$ cat config.mk
export PLATFORM = sky130hd
export DESIGN_NAME = bitwise_alu_arbiter
export DESIGN_NICKNAME = d
export VERILOG_FILES = /design/src/rtl/bitwise_alu_arbiter.sv
export SDC_FILE = /design/constraint.sdc
export NUM_CORES = 1
export LEC_CHECK = 0
export CAP_MARGIN = 20
export CELL_PAD_IN_SITES_DETAIL_PLACEMENT = 0
export CELL_PAD_IN_SITES_GLOBAL_PLACEMENT = 2
export CORE_AREA = 10 10 147 81
export DETAILED_ROUTE_END_ITERATION = 12
export DIE_AREA = 0 0 157 91
export PLACE_DENSITY_LB_ADDON = 0.1
export SETUP_SLACK_MARGIN = 0.05
export SYNTH_ARGS = -nofsm -noshare
export SYNTH_HDL_FRONTEND = slang
export SYNTH_SLANG_ARGS = --single-unit
$ cat constraint.sdc
create_clock -name clk -period 3.4 [get_ports clk]
set_input_delay 0.68 -clock clk [delete_from_list [all_inputs] [get_ports clk]]
set_output_delay 0.68 -clock clk [all_outputs]
set_load 0.02 [all_outputs]
$ cat src/rtl/bitwise_alu_arbiter.sv
`default_nettype none
// ============================================================================
// Module      : bitwise_alu_arbiter
// Description : Round-robin sharing of one bitwise logic unit among NUM_REQ
//               requesters, with a single registered valid/ready result stage.
// Revision    : 1.0 - initial release
// ============================================================================
module bitwise_alu_arbiter #(
    parameter int NUM_REQ = 4,
    parameter int W       = 8,
    localparam int IDW    = $clog2(NUM_REQ)
) (
    input  logic                 clk,
    input  logic                 rst_n,
    input  logic [NUM_REQ-1:0]   req_valid,
    output logic [NUM_REQ-1:0]   req_ready,
    input  logic [NUM_REQ*W-1:0] req_x,
    input  logic [NUM_REQ*W-1:0] req_y,
    input  logic [NUM_REQ*3-1:0] req_op,
    output logic                 rsp_valid,
    input  logic                 rsp_ready,
    output logic [W-1:0]         rsp_result,
    output logic [IDW-1:0]       rsp_id,
    output logic                 rsp_err
);

    localparam logic [2:0] c_OP_AND  = 3'b000;
    localparam logic [2:0] c_OP_NAND = 3'b001;
    localparam logic [2:0] c_OP_OR   = 3'b010;
    localparam logic [2:0] c_OP_NOR  = 3'b011;
    localparam logic [2:0] c_OP_XOR  = 3'b100;
    localparam logic [2:0] c_OP_XNOR = 3'b101;

    logic               r_valid;
    logic [W-1:0]       r_result;
    logic [IDW-1:0]     r_id;
    logic               r_err;
    logic [IDW-1:0]     r_ptr;

    logic               w_take;
    logic               w_found;
    logic [IDW-1:0]     w_gnt;
    logic [IDW:0]       w_sum;
    logic [IDW-1:0]     w_ptr_nxt;
    logic [W-1:0]       w_x;
    logic [W-1:0]       w_y;
    logic [2:0]         w_op;
    logic [W-1:0]       w_res;
    logic               w_err;

    // The output stage can accept when empty or when it drains this cycle.
    assign w_take = !r_valid || rsp_ready;

    always_comb begin : arbiter
        w_found = 1'b0;
        w_gnt   = '0;
        w_sum   = '0;
        for (int k = 0; k < NUM_REQ; k++) begin
            w_sum = {1'b0, r_ptr} + (IDW+1)'(k);
            if (w_sum >= (IDW+1)'(NUM_REQ)) begin
                w_sum = w_sum - (IDW+1)'(NUM_REQ);
            end
            if (!w_found && req_valid[w_sum[IDW-1:0]]) begin
                w_found = 1'b1;
                w_gnt   = w_sum[IDW-1:0];
            end
        end
    end

    always_comb begin : operand_mux
        w_x  = '0;
        w_y  = '0;
        w_op = '0;
        for (int i = 0; i < NUM_REQ; i++) begin
            if (w_gnt == IDW'(i)) begin
                w_x  = req_x[i*W +: W];
                w_y  = req_y[i*W +: W];
                w_op = req_op[i*3 +: 3];
            end
        end
    end

    always_comb begin : logic_unit
        w_res = '0;
        w_err = 1'b0;
        case (w_op)
            c_OP_AND:  w_res = w_x & w_y;
            c_OP_NAND: w_res = ~(w_x & w_y);
            c_OP_OR:   w_res = w_x | w_y;
            c_OP_NOR:  w_res = ~(w_x | w_y);
            c_OP_XOR:  w_res = w_x ^ w_y;
            c_OP_XNOR: w_res = w_x ~^ w_y;
            default:   w_err = 1'b1;
        endcase
    end

    assign w_ptr_nxt = (w_gnt == IDW'(NUM_REQ-1)) ? '0 : w_gnt + IDW'(1);

    generate
        for (genvar gi = 0; gi < NUM_REQ; gi++) begin : g_ready
            assign req_ready[gi] = rst_n && w_take && w_found && (w_gnt == IDW'(gi));
        end
    endgenerate

    always_ff @(posedge clk or negedge rst_n) begin
        if (!rst_n) begin
            r_valid  <= 1'b0;
            r_result <= '0;
            r_id     <= '0;
            r_err    <= 1'b0;
            r_ptr    <= '0;
        end else if (w_take) begin
            if (w_found) begin
                r_valid  <= 1'b1;
                r_result <= w_res;
                r_id     <= w_gnt;
                r_err    <= w_err;
                r_ptr    <= w_ptr_nxt;
            end else if (rsp_ready) begin
                r_valid  <= 1'b0;
            end
        end
    end

    assign rsp_valid  = r_valid;
    assign rsp_result = r_result;
    assign rsp_id     = r_id;
    assign rsp_err    = r_err;

endmodule
`default_nettype wire

---- After elaboration in Yosys (flattened, before gate mapping) ----
Index checks and enable logic that the tools add are counted.
word-level totals
  bits in registers ....................... 14
  bits of input ports ..................... 83
  output and inout port bits .............. 16
  logic and storage cells ................. 92
operators by class
  add/subtract/negate cells ............... 8
  order comparisons ....................... 8
  equal/unequal tests ..................... 8
  muxes and demuxes ....................... 37
  bitwise operators ....................... 6
  reductions and logical operators ........ 20
operators with widths
  kind                 count
  $mux 8               8
  $pmux 8 s6           1
  $mux 2               9
  $not 8->8            2
  $lt 2x3->1 const B   4
  $mux 3               4
  $mux 1               11
  $ge 3x3->1 const B   3
  $logic_and 1x1->1    9
  $and 8x8->8          1
  $bmux 1 s2           4
  $or 8x8->8           1
  $sub 2x1->2 const B  4
  $xnor 8x8->8         1
  $xor 8x8->8          1
  $add 2x2->3 const B  2
  $eq 3x2->1 const B   2
  $eq 3x3->1 const B   2
  $reduce_or 6->1      1
  $eq 2x2->1 const B   2
  $logic_not 1->1      4
  $reduce_and 2->1     2
  $add 2x1->3 const B  1
  $eq 3x1->1 const B   1
  7 further kinds      7

---- Depth between registers and ports, before layout ----
Gate-level depths: netlist (run 1).
  depth after elaboration ................. 22
  depth in mapped cells ................... 18
  mapped depth without buffers ............ 16

---- Worst setup path before layout (run 1) ----
No wires, ideal clock.
  path type ............................... input to register
  start point ............................. input port req_valid[3]
  end point ............................... register r_result[3] (netlist: rsp_result[3])
  library setup time ...................... 0.126 ns
  arrival time ............................ 3.229 ns
  required time ........................... 3.274 ns
  setup slack ............................. 0.045 ns
  cell stages on the path ................. 17
  path buffers ............................ 3
  cells stage by stage .................... nand2b_1 -> nand2_1 -> a221oi_1 -> inv_1 -> ha_1 -> buf_2 -> clkbuf_1 -> buf_2 -> nand2_1 -> a21oi_1 -> a21oi_1 -> nor2_1 -> a21oi_1 -> ha_1 -> mux2i_1 -> mux2i_1 -> a311o_1
on the way
  longest elaborated chain between the ends .. 20
  elaborated cells on any way between the ends .. 52
  classes of those cells .................. 8 x eq/ne; 29 x mux; 6 x bitwise; 9 x reduce/logical
RTL lines
  item                                       RTL line  source
  from (decl)                                15        input logic [NUM_REQ-1:0] req_valid,
  $bmux 1 s2                                 63        if (!w_found && req_valid[w_sum[IDW-1:0]]) begin
  $mux 1 (not written as such)               63
  $mux 1                                     63
  $logic_not 1->1                            63
  $logic_and 1x1->1                          63
  $mux 1                                     63
  $logic_not 1->1                            63
  $logic_and 1x1->1                          63
  [... 2 more ...]                           -
  $logic_and 1x1->1                          63
  $mux 2 *                                   63
  net w_gnt[1]                               42        logic [IDW-1:0] w_gnt;
  $logic_not 2->1                            75        if (w_gnt == IDW'(i)) begin
  $mux 8 (4 in a row)                        75
  $or 8x8->8 or $and 8x8->8 (tied branches)  -
  $not 8->8 (on tied branches)               90, 88
  $pmux 8 s6 *                               86        case (w_op)
  to (signal assigned)                       115       r_result <= w_res;
  to (decl)                                  35        logic [W-1:0] r_result;
Mark *: on every way through the listed nets, which the timed path passes. The rest lies on a longest branch. The select of a mux whose other input is x is not followed.
A chain may end at the register's enable or synchronous reset.

---- Worst setup path in the final report (run 1) ----
  start point ............................. input port req_valid[3]
  end point ............................... register r_result[4] (netlist: rsp_result[4])
The elaborated chain is that of the path after synthesis.

==> results of run 1 <==
per-stage QoR:
stage                     std cells  total power [uW]
after CTS                       481              2460
after global placement          479              2180
final                           486              2630
after floorplan                 251              1530
after detailed placement        479              2200
after global routing            486              2890
worst paths after layout:
kind / start / endpoint / slack (ps) / cells past startpoint
setup / recovery: req_valid[3] / rsp_result[4]$_DFFE_PN0P_ / 190 / 17
hold / removal: rsp_err$_DFFE_PN0P_ / rsp_err$_DFFE_PN0P_ / 520 / 1
setup reg to reg: r_ptr[0]$_DFFE_PN0P_ / rsp_result[7]$_DFFE_PN0P_ / 260 / 14
hold reg to reg: rsp_err$_DFFE_PN0P_ / rsp_err$_DFFE_PN0P_ / 520 / 1
max in group asynchronous: rst_n / r_ptr[1]$_DFFE_PN0P_ / 2210 / 2
min in group asynchronous: rst_n / rsp_valid$_DFFE_PN0P_ / 1000 / 2
synthesized netlist by cell type:
master and count:
buf_2 5, a221oi_1 1, o21ai_0 2, a22oi_1 4
dfrtp_1 14, clkbuf_1 10, buf_6 2, a21o_1 5
o21a_1 1, nand2b_2 1, mux2i_1 17, a211oi_1 1
o221ai_2 1, and3_1 4, a22oi_2 1, nand3b_4 1
inv_1 17, a311o_1 8, nand2_1 20, o211ai_1 1
and2_1 1, nand3_2 1, a31oi_1 2, mux2_2 3
ha_1 20, buf_4 1, o22ai_1 2, nand3b_1 15
xnor2_1 8, nor2b_1 10, nor2_1 25, nand2b_1 2
a21oi_1 45
power breakdown:
| group | switching (uW) | total (uW) | internal, uW |
|---|---|---|---|
| clock | 62.2 | 216 | 153 |
| sequential | 55.3 | 294 | 239 |
| combinational | 1070 | 2120 | 1050 |
| total | 1180 | 2630 | 1440 |
layer usage:
metal,global-route usage,vias to the layer above,share of wire
met5,0,-,0
met4,0.0141,0,0.0043
met3,0.0367,2,0.079
met2,0.167,62,0.41
met1,0.145,995,0.51
li1,-,1108,-
layout make-up:
type | instances | area [um^2] | area share
Tap cell | 121 | 151 | 0.0432
Timing Repair Buffer | 129 | 1240 | 0.355
Multi-Input combinational cell | 202 | 1620 | 0.462
Sequential cell | 14 | 352 | 0.100
Clock buffer | 3 | 75.1 | 0.0214
Inverter | 17 | 63.8 | 0.0182
state kept, by name (all words and copies together) (netlist names):
signal / cells
rsp_result: 8
rsp_valid: 1
rsp_err: 1
rsp_id: 2
r_ptr: 2
logic make-up after synthesis:
family / synth area share
AOI/OAI and AO/OA: 0.243
xor gates and xnor gates: 0.0364
adders and majority gates: 0.130
buffers and inverters: 0.0813
DFF: 0.182
muxes: 0.106
and+or+nand+nor: 0.222
repair_timing:
| action | 4_1_cts | 5_1_grt |
|---|---|---|
| gates resized for setup | 24 | 48 |
| buffers inserted | 0 | 4 |
| setup endpoints to repair | 12 | 10 |
| cloned | 0 | 1 |
| pin swaps | 5 | 15 |
critical path: cells and delay by family:
| kind | cells | cell delay [ps] |
|---|---|---|
| buf+inv | 4 | 540 |
| compound gates | 6 | 950 |
| mux | 2 | 270 |
| fa+ha+maj | 2 | 530 |
| simple gates | 3 | 360 |
==> reports/metrics.cfg, run 1 <==
[sta]
fmax_mhz=311
fin_ws_ps=186
worstMarginPinSlew_ps=456
slew_violations=0
maxSlewHeadroom=0.695
fin_setup_tns_ps=0
rsz0062_at_grt=false
clock-skew-final_ps=0.596
final_hold_viol_count=0
post-route-period-util=0.945
fin_hold_ws_ps=518
setup_viol=0
min_period_ps=3210

[route]
avgRoutedWirePerCell_um=17.2
drtIter0Drc=94
ant_nets=0
vias=2167
drc=0
avgViaCountPerCell=4.46
wl_mm=8.35
firstDrtPassIters=4

[global_routing]
antenna_found_initial=0
grt_pass1_wl_mm=12.6
grt_pass1_vias=2324
grt_max_degree=36
overflow=0
grt_use_total=0.108

[critical_path]
path_common_cell=a21oi_1
cp-end-kind=flop
critPathMaxFanout=18
crit_chain=buf_4 -> nand2b_4 -> a21oi_2 -> a211oi_2 -> and2_4 -> inv_1 -> buf_4 -> ha_2 -> buf_12 -> a21oi_1 -> a21oi_1 -> nor2_1 -> a21oi_1 -> ha_1 -> mux2i_1 -> mux2i_1 -> a311o_1
worst_path_max_delay_cell=a311o_1
arrival_ps=3330
cp_data_required_time_ps=3520
cp-start-kind=input port
critPathMaxStageDelay_ps=320
critPathKind=in -> reg

[cells_and_area]
fill_cells=960
nets=470
syn_to_final_growth_pct=82.1
fin_area_um2=3500
final_cell_mix=clkdlybuf4s50_1, buf_4, a21oi_2
diodes=0
final_common_cell=clkdlybuf4s50_1
fin_util=0.377
drive_above_1_share=0.258

[pwr]
powerDensity_nw_per_um2=750
power.leakage_uw=0.00153
irDropWorstVdd_uv=247

[clock_tree]
clk_pin_slew_ps=40
cts_tree=yes
clock-sinks=14
cts.path.max_buffers=2
root_buffer=clkbuf_16
ctsHoldBuffers=0
clk_latency_ps=240
cts_max_level=1
numCtsBuffers=3

[yosys]
syn_nets=354
synth_cell_types=33
synth_top_area_frac=0.182
synthTopCellsByArea=dfrtp_1, ha_1, a21oi_1, mux2i_1, nand3b_1
synth_top_area_cell=dfrtp_1
syn-instance-count=251
ys_seq_area_frac=0.182
yosys_warnings=0
syn_area_per_cell_um2=7.67
syn-cell-area_um2=1920
synth-seq-cells=14

[hold_path]
hold_class=reg -> reg

[placed_design]
hpwl_mm=6.40
postPlaceCellArea_um2=3210
finalWeightedCongestion=0.767
pre_cts_ws_ps=-691
io_buffer_count=98

[floorplanning]
num_rows=25
start_util=0.207
die_height_um=91
die_area_um2=14300
pin_count=99
core_um2=9290
die-width_um=157

[flow_run]
cap_violations=0

[run_status]
status=finished clean

(Power assumes the default switching activity.)
==> run 2: changes to the inputs <==
- CTS_CLUSTER_SIZE: default -> 12
- SLEW_MARGIN: default -> 20
- clock period: 3.4 -> 3.2 ns (I/O delays scaled with it)
==> reports/metrics.cfg, run 2 (synthesized netlist as in run 1, its figures left out) <==
[run_status]
status=finished, violations left
failed_checks=setup timing

[pwr]
power.leakage_uw=0.00174  ; +13%
powerDensity_nw_per_um2=803  ; +7.1%
finalPower_uw=3210  ; +22%
irDropWorstVdd_uv=283  ; +15%

[clock_tree]
clk_latency_ps=240  ; about the same
clk_pin_slew_ps=50  ; about the same
cts_max_level=1  ; unchanged
numCtsBuffers=3  ; unchanged
cts.path.max_buffers=2  ; unchanged
cts_tree=yes
ctsHoldBuffers=0  ; unchanged
clock-sinks=14  ; unchanged
root_buffer=clkbuf_16

[global_routing]
grt_pass1_wl_mm=13.2  ; +5.2%
grt_pass1_vias=2418  ; +4.0%
grt_max_degree=36  ; unchanged
antenna_found_initial=0  ; unchanged
overflow=0  ; unchanged
grt_use_total=0.115  ; +0.00653

[flow_run]
cap_violations=0  ; unchanged

[hold_path]
min_delay_path_depth=1  ; unchanged
hold_end=rsp_err$_DFFE_PN0P_
hold_class=reg -> reg
min-delay-start=rsp_err$_DFFE_PN0P_

[cells_and_area]
syn_to_final_growth_pct=108
fill_cells=937  ; -2.4%
multiInputGateArea_um2=1760  ; +8.6%
largest_reg_flops=8  ; unchanged
final_cell_mix=clkdlybuf4s50_1, buf_4, a21oi_2
nets=497  ; +5.7%
drive_above_1_share=0.369  ; +0.111
final_common_cell=clkdlybuf4s50_1
fin_area_um2=3990  ; +14%
final-seq-area_um2=353  ; +0.36%

[critical_path]
reg2reg_depth=17  ; +3
cp-end-kind=flop
arrival_ps=3340  ; about the same
r2r_slack_ps=100  ; -160 ps
cp_data_required_time_ps=3330  ; -190 ps
critPathMaxFanout=3  ; -15
critPathKind=in -> reg
timing.rr.end=rsp_result[6]$_DFFE_PN0P_
r2r-start=r_ptr[1]$_DFFE_PN0P_
cp-start-kind=input port

[route]
firstDrtPassIters=6  ; +2
avgRoutedWirePerCell_um=17.1  ; -0.23%
drc=0  ; unchanged
ant_nets=0  ; unchanged
avgViaCountPerCell=4.45  ; -0.19%
drtIter0Drc=80  ; -15%
wl_mm=8.82  ; +5.7%
vias=2292  ; +5.8%

[sta]
setup_viol=1  ; +1
min_period_ps=3210
worstMarginPinSlew_ps=484  ; +27.9 ps
maxSlewHeadroom=0.677  ; -0.0183
post-route-period-util=1.00
fmax_mhz=311
slew_violations=0  ; unchanged
final_hold_viol_count=0  ; unchanged
rsz0062_at_grt=true
clock-skew-final_ps=0.950  ; +0.354 ps
fin_ws_ps=-14.9  ; -200 ps

[floorplanning]
die-width_um=157  ; unchanged
pin_count=99  ; unchanged
die_height_um=91  ; unchanged
core_um2=9290  ; unchanged
num_rows=25  ; unchanged
die_area_um2=14300  ; unchanged
start_util=0.207  ; unchanged

[placed_design]
io_buffer_count=98  ; unchanged
postPlaceCellArea_um2=3260  ; +1.5%
hpwl_mm=6.41  ; about the same
finalWeightedCongestion=0.761  ; -0.73%

-- run 2: changes by cell type in the layout (fill, tap and decap cells not counted), moves of 4 or more --
| cell | delta |
|---|---|
| buf_4 | +16 |
| a21oi_1 | -13 |
| buf_12 | +4 |
| a21oi_2 | +11 |
-- run 2: cell type report --
type | count | area share
diodes | 1 | 0.000627
clock buffers | 4 | 0.0222
inverters | 17 | 0.0160
multi-input cells | 202 | 0.441
flip-flops and latches | 14 | 0.0883
well taps | 121 | 0.0379
repair buffers | 156 | 0.394
-- run 2: how the worst max path moves through the flow --
stage                           endpoint         start  cells after the start  slack, ps
6_report           rsp_valid$_DFFE_PN0P_  req_valid[2]                     22        -10
4_1_cts            rsp_valid$_DFFE_PN0P_  req_valid[1]                     22          5
5_1_grt        rsp_result[6]$_DFFE_PN0P_  req_valid[3]                     18        -90
3_3_place_gp   rsp_result[2]$_DFFE_PN0P_  req_valid[3]                     17       -880
2_1_floorplan  rsp_result[7]$_DFFE_PN0P_  req_valid[3]                     16         50
3_5_place_dp   rsp_result[2]$_DFFE_PN0P_  req_valid[3]                     17       -930
-- run 2: power by group --
part	internal [uW]	leakage (uW)	switching [uW]
Combinational	1380	0.00152	1250
Sequential	254	0.000168	60.1
Clock	190	0.0000442	77.4
-- run 2: what timing repair did --
| action | 4_1_cts | 5_1_grt |
|---|---|---|
| resized for setup | 51 | 69 |
| gates cloned | 2 | 3 |
| endpoints found under the setup margin | 13 | 10 |
| setup buffers | 18 | 5 |
| pin swaps | 17 | 37 |
-- run 2: worst max-delay path, stage by stage --
cell,delay (ps)
buf_2,130
nor2_2,130
nand2_1,110
buf_4,150
buf_4,120
buf_4,120
buf_4,120
buf_4,120
buf_4,120
buf_4,120
buf_4,120
buf_4,120
buf_4,120
buf_4,120
buf_4,120
buf_4,120
buf_4,120
buf_4,120
buf_4,120
buf_4,120
buf_4,120
a21o_1,160
-- run 2: through the flow --
| stage | cells | worst slack (ps) | util | TNS, ps | hold WS, ps |
|---|---|---|---|---|---|
| floorplan | 251 | 52.4 | - | 0 | 344 |
| global placement | 482 | -884 | 0.351 | -7850 | 496 |
| detailed placement | 482 | -926 | 0.351 | -8230 | 501 |
| CTS | 506 | 4.70 | 0.395 | 0 | 508 |
| global route | 514 | -94.5 | 0.430 | -472 | 536 |
| finish | 515 | -14.9 | 0.430 | -14.9 | 502 |
-- run 2: per-layer routing --
metal,GRT usage,up-vias,part of all wire,routed length [um]
li1,-,1170,-,-
met1,0.157,1057,0.51,4470
met2,0.176,61,0.42,3730
met3,0.0363,4,0.063,558
met4,0.0117,0,0.0068,60
met5,0,-,0,0
==> run 3: changes to the inputs <==
- SLEW_MARGIN: 20 -> 30
==> results of run 3 <==
No change in the layout: final DEF, timing and power equal those of run 2.
